[config.mk]
export PLATFORM = sky130hd
export DESIGN_NAME = branch_predictor
export DESIGN_NICKNAME = d
export VERILOG_FILES = /design/src/rtl/branch_predictor_pkg.sv /design/src/rtl/bp_sat_counter.sv /design/src/rtl/branch_predictor.sv
export SDC_FILE = /design/constraint.sdc
export NUM_CORES = 1
export LEC_CHECK = 0
export CAP_MARGIN = 10
export CORE_ASPECT_RATIO = 0.8
export CORE_MARGIN = 5
export CORE_UTILIZATION = 57
export CTS_CLUSTER_SIZE = 30
export DETAILED_ROUTE_END_ITERATION = 8
export GPL_TIMING_DRIVEN = 0
export PLACE_DENSITY_LB_ADDON = 0.08
export SLEW_MARGIN = 20
export SYNTH_ARGS = -nofsm -noshare
export SYNTH_HDL_FRONTEND = slang
export SYNTH_SLANG_ARGS = --single-unit
export TNS_END_PERCENT = 30
[constraint.sdc]
create_clock -name clk -period 47.5 [get_ports clk]
set_input_delay 14.25 -clock clk [delete_from_list [all_inputs] [get_ports clk]]
set_output_delay 14.25 -clock clk [all_outputs]
set_load 0.03 [all_outputs]
[src/rtl/branch_predictor_pkg.sv]
// branch_predictor_pkg: PC-select codes and 2-bit counter states shared by the predictor.
package branch_predictor_pkg;

    typedef enum logic [1:0] {
        IF_PC_PLUS_4  = 2'b00,
        IF_P_T_PC     = 2'b01,
        EXE_PC_PLUS_4 = 2'b10,
        EXE_T_PC      = 2'b11
    } pcsel_e;

    typedef enum logic [1:0] {
        BP_SNT = 2'b00,
        BP_WNT = 2'b01,
        BP_WT  = 2'b10,
        BP_ST  = 2'b11
    } bp_ctr_e;

endpackage

[src/rtl/bp_sat_counter.sv]
// bp_sat_counter: next state of a 2-bit saturating taken/not-taken counter.
module bp_sat_counter
    import branch_predictor_pkg::*;
(
    input  logic [1:0] i_ctr,
    input  logic       i_inc,
    output logic [1:0] o_ctr
);

    always_comb begin
        o_ctr = i_inc ? ((i_ctr == BP_ST)  ? BP_ST  : i_ctr + 2'd1)
                      : ((i_ctr == BP_SNT) ? BP_SNT : i_ctr - 2'd1);
    end

endmodule

[src/rtl/branch_predictor.sv]
// branch_predictor: direct-mapped BTB with 2-bit counters, EXE mispredict recovery and table update.
// Define BP_PERF_CNT_EN to build the Branch_cnt / Mispredict_cnt registers; otherwise both read 0.
module branch_predictor
    import branch_predictor_pkg::*;
#(
    parameter int addrWidth = 16,
    parameter int ENTRIES   = 16,
    parameter int IDX_W     = $clog2(ENTRIES)
) (
    input  logic                 clk,
    input  logic                 rst,
    input  logic                 Stall,
    input  logic                 Hcf,
    input  logic [addrWidth-1:0] IF_pc,
    input  logic                 EXE_valid,
    input  logic                 EXE_is_branch,
    input  logic                 EXE_taken,
    input  logic [addrWidth-1:0] EXE_pc,
    input  logic [addrWidth-1:0] EXE_Target_pc,
    input  logic                 EXE_pred_taken,
    input  logic [addrWidth-1:0] EXE_pred_target,
    output logic [1:0]           PCSel,
    output logic [addrWidth-1:0] Predict_Target_pc,
    output logic                 IF_pred_taken,
    output logic                 Flush,
    output logic [31:0]          Branch_cnt,
    output logic [31:0]          Mispredict_cnt
);

    localparam int TAG_W = addrWidth - IDX_W - 2;

    logic [ENTRIES-1:0]   r_valid;
    logic [TAG_W-1:0]     r_tag    [ENTRIES];
    logic [addrWidth-1:0] r_target [ENTRIES];
    logic [1:0]           r_ctr    [ENTRIES];

    logic [IDX_W-1:0] w_if_idx, w_ex_idx;
    logic [TAG_W-1:0] w_if_tag, w_ex_tag;
    logic             w_if_hit, w_ex_hit, w_mis, w_upd;
    logic [1:0]       w_ctr_nxt;
    logic             w_unused;

    assign w_if_idx = IF_pc[IDX_W+1:2];
    assign w_if_tag = IF_pc[addrWidth-1:IDX_W+2];
    assign w_ex_idx = EXE_pc[IDX_W+1:2];
    assign w_ex_tag = EXE_pc[addrWidth-1:IDX_W+2];
    assign w_unused = ^{IF_pc[1:0], EXE_pc[1:0]};

    assign w_if_hit = r_valid[w_if_idx] && (r_tag[w_if_idx] == w_if_tag);
    assign w_ex_hit = r_valid[w_ex_idx] && (r_tag[w_ex_idx] == w_ex_tag);
    assign w_upd    = EXE_valid && !Stall && !Hcf;

    // A non-branch predicted taken means the table aliased it onto a branch entry.
    always_comb begin
        w_mis = EXE_valid && (EXE_is_branch
                ? ((EXE_taken != EXE_pred_taken) || (EXE_taken && (EXE_pred_target != EXE_Target_pc)))
                : EXE_pred_taken);
        IF_pred_taken     = w_if_hit && r_ctr[w_if_idx][1];
        Predict_Target_pc = w_if_hit ? r_target[w_if_idx] : '0;
        PCSel = w_mis ? ((EXE_is_branch && EXE_taken) ? EXE_T_PC : EXE_PC_PLUS_4)
                      : (IF_pred_taken ? IF_P_T_PC : IF_PC_PLUS_4);
        Flush = w_mis;
    end

    bp_sat_counter u_sat (
        .i_ctr (r_ctr[w_ex_idx]),
        .i_inc (EXE_taken),
        .o_ctr (w_ctr_nxt)
    );

    always_ff @(posedge clk or posedge rst) begin
        if (rst) begin
            r_valid <= '0;
            for (int i = 0; i < ENTRIES; i++) begin
                r_tag[i]    <= '0;
                r_target[i] <= '0;
                r_ctr[i]    <= BP_WNT;
            end
        end else if (w_upd && EXE_is_branch) begin
            if (EXE_taken) begin
                r_valid[w_ex_idx]  <= 1'b1;
                r_tag[w_ex_idx]    <= w_ex_tag;
                r_target[w_ex_idx] <= EXE_Target_pc;
                r_ctr[w_ex_idx]    <= w_ex_hit ? w_ctr_nxt : BP_WT;
            end else if (w_ex_hit) begin
                r_ctr[w_ex_idx] <= w_ctr_nxt;
            end
        end else if (w_upd && EXE_pred_taken && (r_tag[w_ex_idx] == w_ex_tag)) begin
            r_valid[w_ex_idx] <= 1'b0;
        end
    end

`ifdef BP_PERF_CNT_EN
    logic [31:0] r_branch_cnt, r_mis_cnt;

    always_ff @(posedge clk or posedge rst) begin
        if (rst) begin
            r_branch_cnt <= '0;
            r_mis_cnt    <= '0;
        end else begin
            if (w_upd && EXE_is_branch) r_branch_cnt <= r_branch_cnt + 32'd1;
            if (w_upd && w_mis)         r_mis_cnt    <= r_mis_cnt + 32'd1;
        end
    end

    assign Branch_cnt     = r_branch_cnt;
    assign Mispredict_cnt = r_mis_cnt;
`else
    assign Branch_cnt     = 32'd0;
    assign Mispredict_cnt = 32'd0;
`endif

endmodule

# Yosys cells after proc, flatten, opt, wreduce, memory -nomap -nowiden
# Cells that the tools add are included.
# op_classes
reduce_logical	22
eq_ne	6
n_mux	45
n_bitwise	5
add_sub_neg	2
order_cmp	6
# op_table
op	n
$bwmux W256	1
$bwmux W160	1
$mux W16	7
$bmux W10 S4	2
$bmux W16 S4	1
$bwmux W32	2
$demux W16 S4	1
$mux W32	2
$mux W10	5
$demux W10 S4	1
$eq A10 B10 Y1	2
$mux W2	10
$and A16 B16 Y16	1
$bmux W2 S4	2
$ne A16 B16 Y1	1
$not A16 Y16	1
$or A16 B16 Y16	1
$logic_and A1 B1 Y1	13
$ge A5 B5 Y1 const B	2
$lt A4 B5 Y1 const B	2
$not A4 Y5	2
$bmux W1 S4	2
$demux W2 S4	1
$mux W1	6
other kinds (13)	17
# totals
word_cells	135
reg_bits	464
out_inout_bits	84

# Logic depth before layout (Yosys ltp)
# logic_depth
depth_word	10
mapped_depth	13

# Cells and area by module
# A second synthesis with hierarchy kept.
# hier_totals
hier_cells	1552
hier_area_um2	23651.4
# by_module_without_submodules
module	cells_per_inst	area_each_um2	seq_area_each_um2	n_inst
branch_predictor	1549	23625.2	11631.2	1
bp_sat_counter	3	26.3	0.0	1

# Worst setup path after synthesis
# No wires, ideal clock.
# synth_path
path_kind	input -> output
startpoint	input port IF_pc[2]
endpoint	output port IF_pred_taken
arrival_time_ns	16.904
required_ns	33.250
stages	10
setup_slack_ns	16.346
path_buffers	4
path_cell_list	buf_2 > buf_6 > buf_2 > mux4_2 > mux4_2 > xor2_1 > nor3_1 > nand3_2 > buf_6 > nor2b_1
# synth_via
elab_chain_len	7
# synth_rtl
item	line_no	rtl
start, declared	branch_predictor.sv:14	input logic [addrWidth-1:0] IF_pc,
$not A4 Y5 (implied by the code)	branch_predictor.sv:49, branch_predictor.sv:58	
$bmux W10 S4	branch_predictor.sv:49	assign w_if_hit = r_valid[w_if_idx] && (r_tag[w_if_idx] == w_if_tag);
$mux W10 (implied by the code) (2 in a row)	branch_predictor.sv:49	
$eq A10 B10 Y1	branch_predictor.sv:49	
$logic_and A1 B1 Y1	branch_predictor.sv:49	
$logic_and A1 B1 Y1 *	branch_predictor.sv:58	IF_pred_taken = w_if_hit && r_ctr[w_if_idx][1];
end, declared	branch_predictor.sv:24	output logic IF_pred_taken,
# Every way passes the cells marked *; elsewhere a longest branch is shown, timed or not. The select of a mux whose other input is x is not followed.

# Final worst setup path
# layout_path
startpoint	input port IF_pc[3]
endpoint	output port Predict_Target_pc[13]
# layout_via
elab_chain_len	7
# layout_rtl
item	line_no	rtl
$not A4 Y5 (implied by the code)	branch_predictor.sv:49, branch_predictor.sv:59	
$bmux W10 S4	branch_predictor.sv:49	
$mux W10 (implied by the code) (2 in a row)	branch_predictor.sv:49	
$eq A10 B10 Y1	branch_predictor.sv:49	
$logic_and A1 B1 Y1	branch_predictor.sv:49	
$mux W16 *	branch_predictor.sv:59	Predict_Target_pc = w_if_hit ? r_target[w_if_idx] : '0;
end, declared	branch_predictor.sv:23	output logic [addrWidth-1:0] Predict_Target_pc,
# Marked as above.

==> results.md <==
- Outcome: finished, final reports clean
- Simple-gate share of the synthesized area: about a fifth
- Drt wl/cell: between 20 and 30 um
- Core ar.: 0.0419 mm^2
- Sequential Area: roughly 0.012 mm^2
- Pwr/cell area: between 30 and 40 mW/mm^2
- CTS tree: built
- Total setup buffers inserted after CTS: 0
- Largest net degree at the start of global routing: approximately 110
- Wirelength, routed: about 85000 um
- Main combinational cell family by area after synthesis: multiplexers
- CP Class: input pin to output port
- Primary FF master, synth: dfrtp_1
- Final non-filler cell total: roughly 3200
- Synthesized cell area: 0.0242 mm^2
- Synth area leader: dfrtp_1
- Initial antenna violation count: 1
- Die Wd: 240 um
- DRC viols: 0
- Compound-cell area share of the yosys netlist: under 10%
- Die Y: ~190 um
- CP Capture Type: output port
- Mux cell area share after synthesis: a little over a fifth
- Fraction of synthesized cell area in xor and xnor cells: about 1.1%
- Post-synth EDFFs: 0
- Setup_tns: 0 ns
- Yosys warns: 0
- Max Clock Skew: about 0.032 ns
- Crit-path max FO: 10
- Nets: 2657
- Grt ovf: 0
- Synth cell types: 54
- Tightest Hold Check Type: flop to flop
- Drt pass-1 iters: 5
- Ant. Diodes: 0
- Max Cap Viol: 0
- Ratio of cells with drive above 1 in the final layout: 18.0%
- Crit start category: input pin
- CTS Root Cell: clkbuf_16
- Post-synth top area share: between 40% and 50%
- Worst Path Required: 33.25 ns
- Endpoints failing setup: 0
- Adder-Cell Fraction of Synth Area: 0%
- Vias per cell: around 6.3
- Post_cts resized: 0
- Dpl hpwl: 59600 um
- Die ar.: 0.0467 mm^2
- Share of async-settable or async-resettable flops after synthesis: between 90% and 100%
- Crit-path cells: clkdlybuf4s50_1 > buf_2 > clkbuf_2 > mux2i_1 > mux2i_1 > xnor2_1 > nand2_1 > a2111oi_2 > nand3_2 > buf_6 > nor2b_1 > clkdlybuf4s50_1
- Starting Density: 57.8%
- Final Hold Fails: 0
- Worst rel slew slack: 20.4%
- Max Slew Vio Count: 0
- Post-route clock period utilization: a little over two thirds
- Total CTS buffers: 48
- Min Tclk post-route: 33.40 ns
- Largest cells by area after synthesis: dfrtp_1 46%, nand2_1 16%, mux4_2 16%, mux2_2 3.9%, buf_4 2.3%
- Routability cong.: 1.02
- Leakage: between 10 and 15 nW
- Post-Place Cell Area: approximately 0.026 mm^2
- Area grow syn2layout: 14.2%
- Finished Core Util: between 60% and 70%
- Highest clock rate: between 20 and 30 MHz
- Hold-fix buffers at CTS: 0
- Via count: ~20000
- Clk slew on worst S/H paths: around 0.060 ns
- Yosys reg bits: about 460
- Final ANT Viol Nets: 0
- Register area share after synthesis: between 40% and 50%
- Vias in the first global route: between 15000 and 20000
- Hold slack: about 0.47 ns
- H-tree lvl count: 2
- Worst-skew pair later-pin latency: between 0.5 and 0.6 ns
- Avg Cell Area, Syn: slightly above 10 um^2
- Arrival @ worst endpoint: 19.15 ns
- Mapped Cells: around 2400
- Clock Tree Buf Depth: 3
- Least-Margin Pin Slew: roughly 1.2 ns
- VDD IR-drop max: roughly 28 uV
- Placed cell count: approximately 3100
- First-pass GRT wire length: about 130000 um
- Io pins: between 150 and 200
- Fillers: 3368
- IO buf count: 64
- CP max stage cell: a2111oi_2
- DR iter-0 viols: 2702
- Multi-input gate area: between 0.01 and 0.015 mm^2
- Worst path max stage delay: 0.75 ns
- RSZ-0062 raised after global routing: false
- Sink Count: 464
- Final instance area: between 0.02 and 0.03 mm^2
- GRT Total Usage: around 37%
- # rows: 67
## cell type report
type,instances,area share (%)
Buffer,253,4.68
Clock buffer,67,5.12
Timing Repair Buffer,69,2.76
Tap cell,552,2.50
Multi-Input combinational cell,1729,41.4
Inverter,20,0.299
Clock inverter,23,1.13
Sequential cell,464,42.1
## registers in the layout (all words and copies together) (netlist names), named ones only
signal and cells:
r_target 256, r_tag 160, r_ctr 32
## synthesized netlist by cell type (11+ instances only)
| cell type | number |
|---|---|
| nand2_1 | 1047 |
| dfrtp_1 | 448 |
| mux4_2 | 172 |
| clkbuf_1 | 132 |
| mux2_2 | 84 |
| buf_4 | 74 |
| o21ai_0 | 36 |
| mux2i_1 | 35 |
| nor2_1 | 26 |
| nand2b_1 | 25 |
| nor3_1 | 25 |
| buf_2 | 22 |
| buf_1 | 20 |
| o22ai_1 | 20 |
| inv_1 | 19 |
| nor2b_1 | 19 |
| nor4_1 | 19 |
| xnor2_1 | 19 |
| a2bb2oi_1 | 17 |
| dfstp_2 | 16 |
| nand3_1 | 14 |
| nand4_1 | 11 |
| xor2_1 | 11 |
## layout by cell type (no fill, tap or decap), types with 22 or more instances in the layout
cell             instances
o21ai_0                 36
nor3_1                  25
clkbuf_16               49
mux2i_1                 35
mux2_2                  84
buf_2                   22
clkdlybuf4s50_1         64
conb_1                  64
clkbuf_1               138
buf_4                   74
nand2_1               1047
mux4_2                 172
dfrtp_1                448
nand2b_1                25
nor2_1                  25
## critical path: cells and delay by family
family                    cells  cell delay (ns)
buffers and inverters         5             2.61
and+or+nand+nor               3             0.76
AOI/OAI and AO/OA             1             0.75
muxes                         2             0.48
xor gates and xnor gates      1             0.29
## kinds of logic after synthesis
kind of cell / after synthesis
DFF: 464
buffers and inverters: 273
other: 1
xor gates and xnor gates: 30
AOI/OAI and AO/OA: 129
muxes: 291
and+or+nand+nor: 1215
## stage by stage
step                setup slack [ns]  power, W
floorplan                      16.35  0.000504
global placement               13.97  0.000534
detailed placement             14.01  0.000537
CTS                            14.00  0.000948
global route                   14.10  0.000977
finish                         14.10  0.000951
## layer usage
layer / track usage, % / wire, um / vias to the layer above
met2: 49.9 / 35400 / 1451
met3: 13.7 / 12600 / 185
li1: - / - / 8338
met5: 0 / 0 / -
met4: 9.85 / 2630 / 0
met1: 55.5 / 34600 / 10000
## worst paths after layout
check | startpoint | end | slack (ns) | depth (start not counted)
min in group asynchronous | rst | r_tag[21]$_DFFE_PP0P_ | 14.15 | 2
worst max register to register | r_tag[14]$_DFFE_PP0P_ | r_ctr[8]$_DFFE_PP1P_ | 43.92 | 9
worst min register to register | r_target[21]$_DFFE_PP0P_ | r_target[21]$_DFFE_PP0P_ | 0.47 | 2
max in group asynchronous | rst | r_target[139]$_DFFE_PP0P_ | 32.02 | 4
worst min-delay path | r_target[21]$_DFFE_PP0P_ | r_target[21]$_DFFE_PP0P_ | 0.47 | 2
worst max-delay path | IF_pc[3] | Predict_Target_pc[13] | 14.10 | 12
## power by group
part / total (W) / internal (W) / switching, W / leakage, nW
Combinational: 0.000107 / 0.0000429 / 0.0000641 / 6.62
Clock: 0.000418 / 0.000247 / 0.000171 / 0.850
Sequential: 0.000427 / 0.000415 / 0.0000123 / 6.26
Total: 0.000951 / 0.000704 / 0.000247 / 13.7
Power figures use the tool's default switching activity.
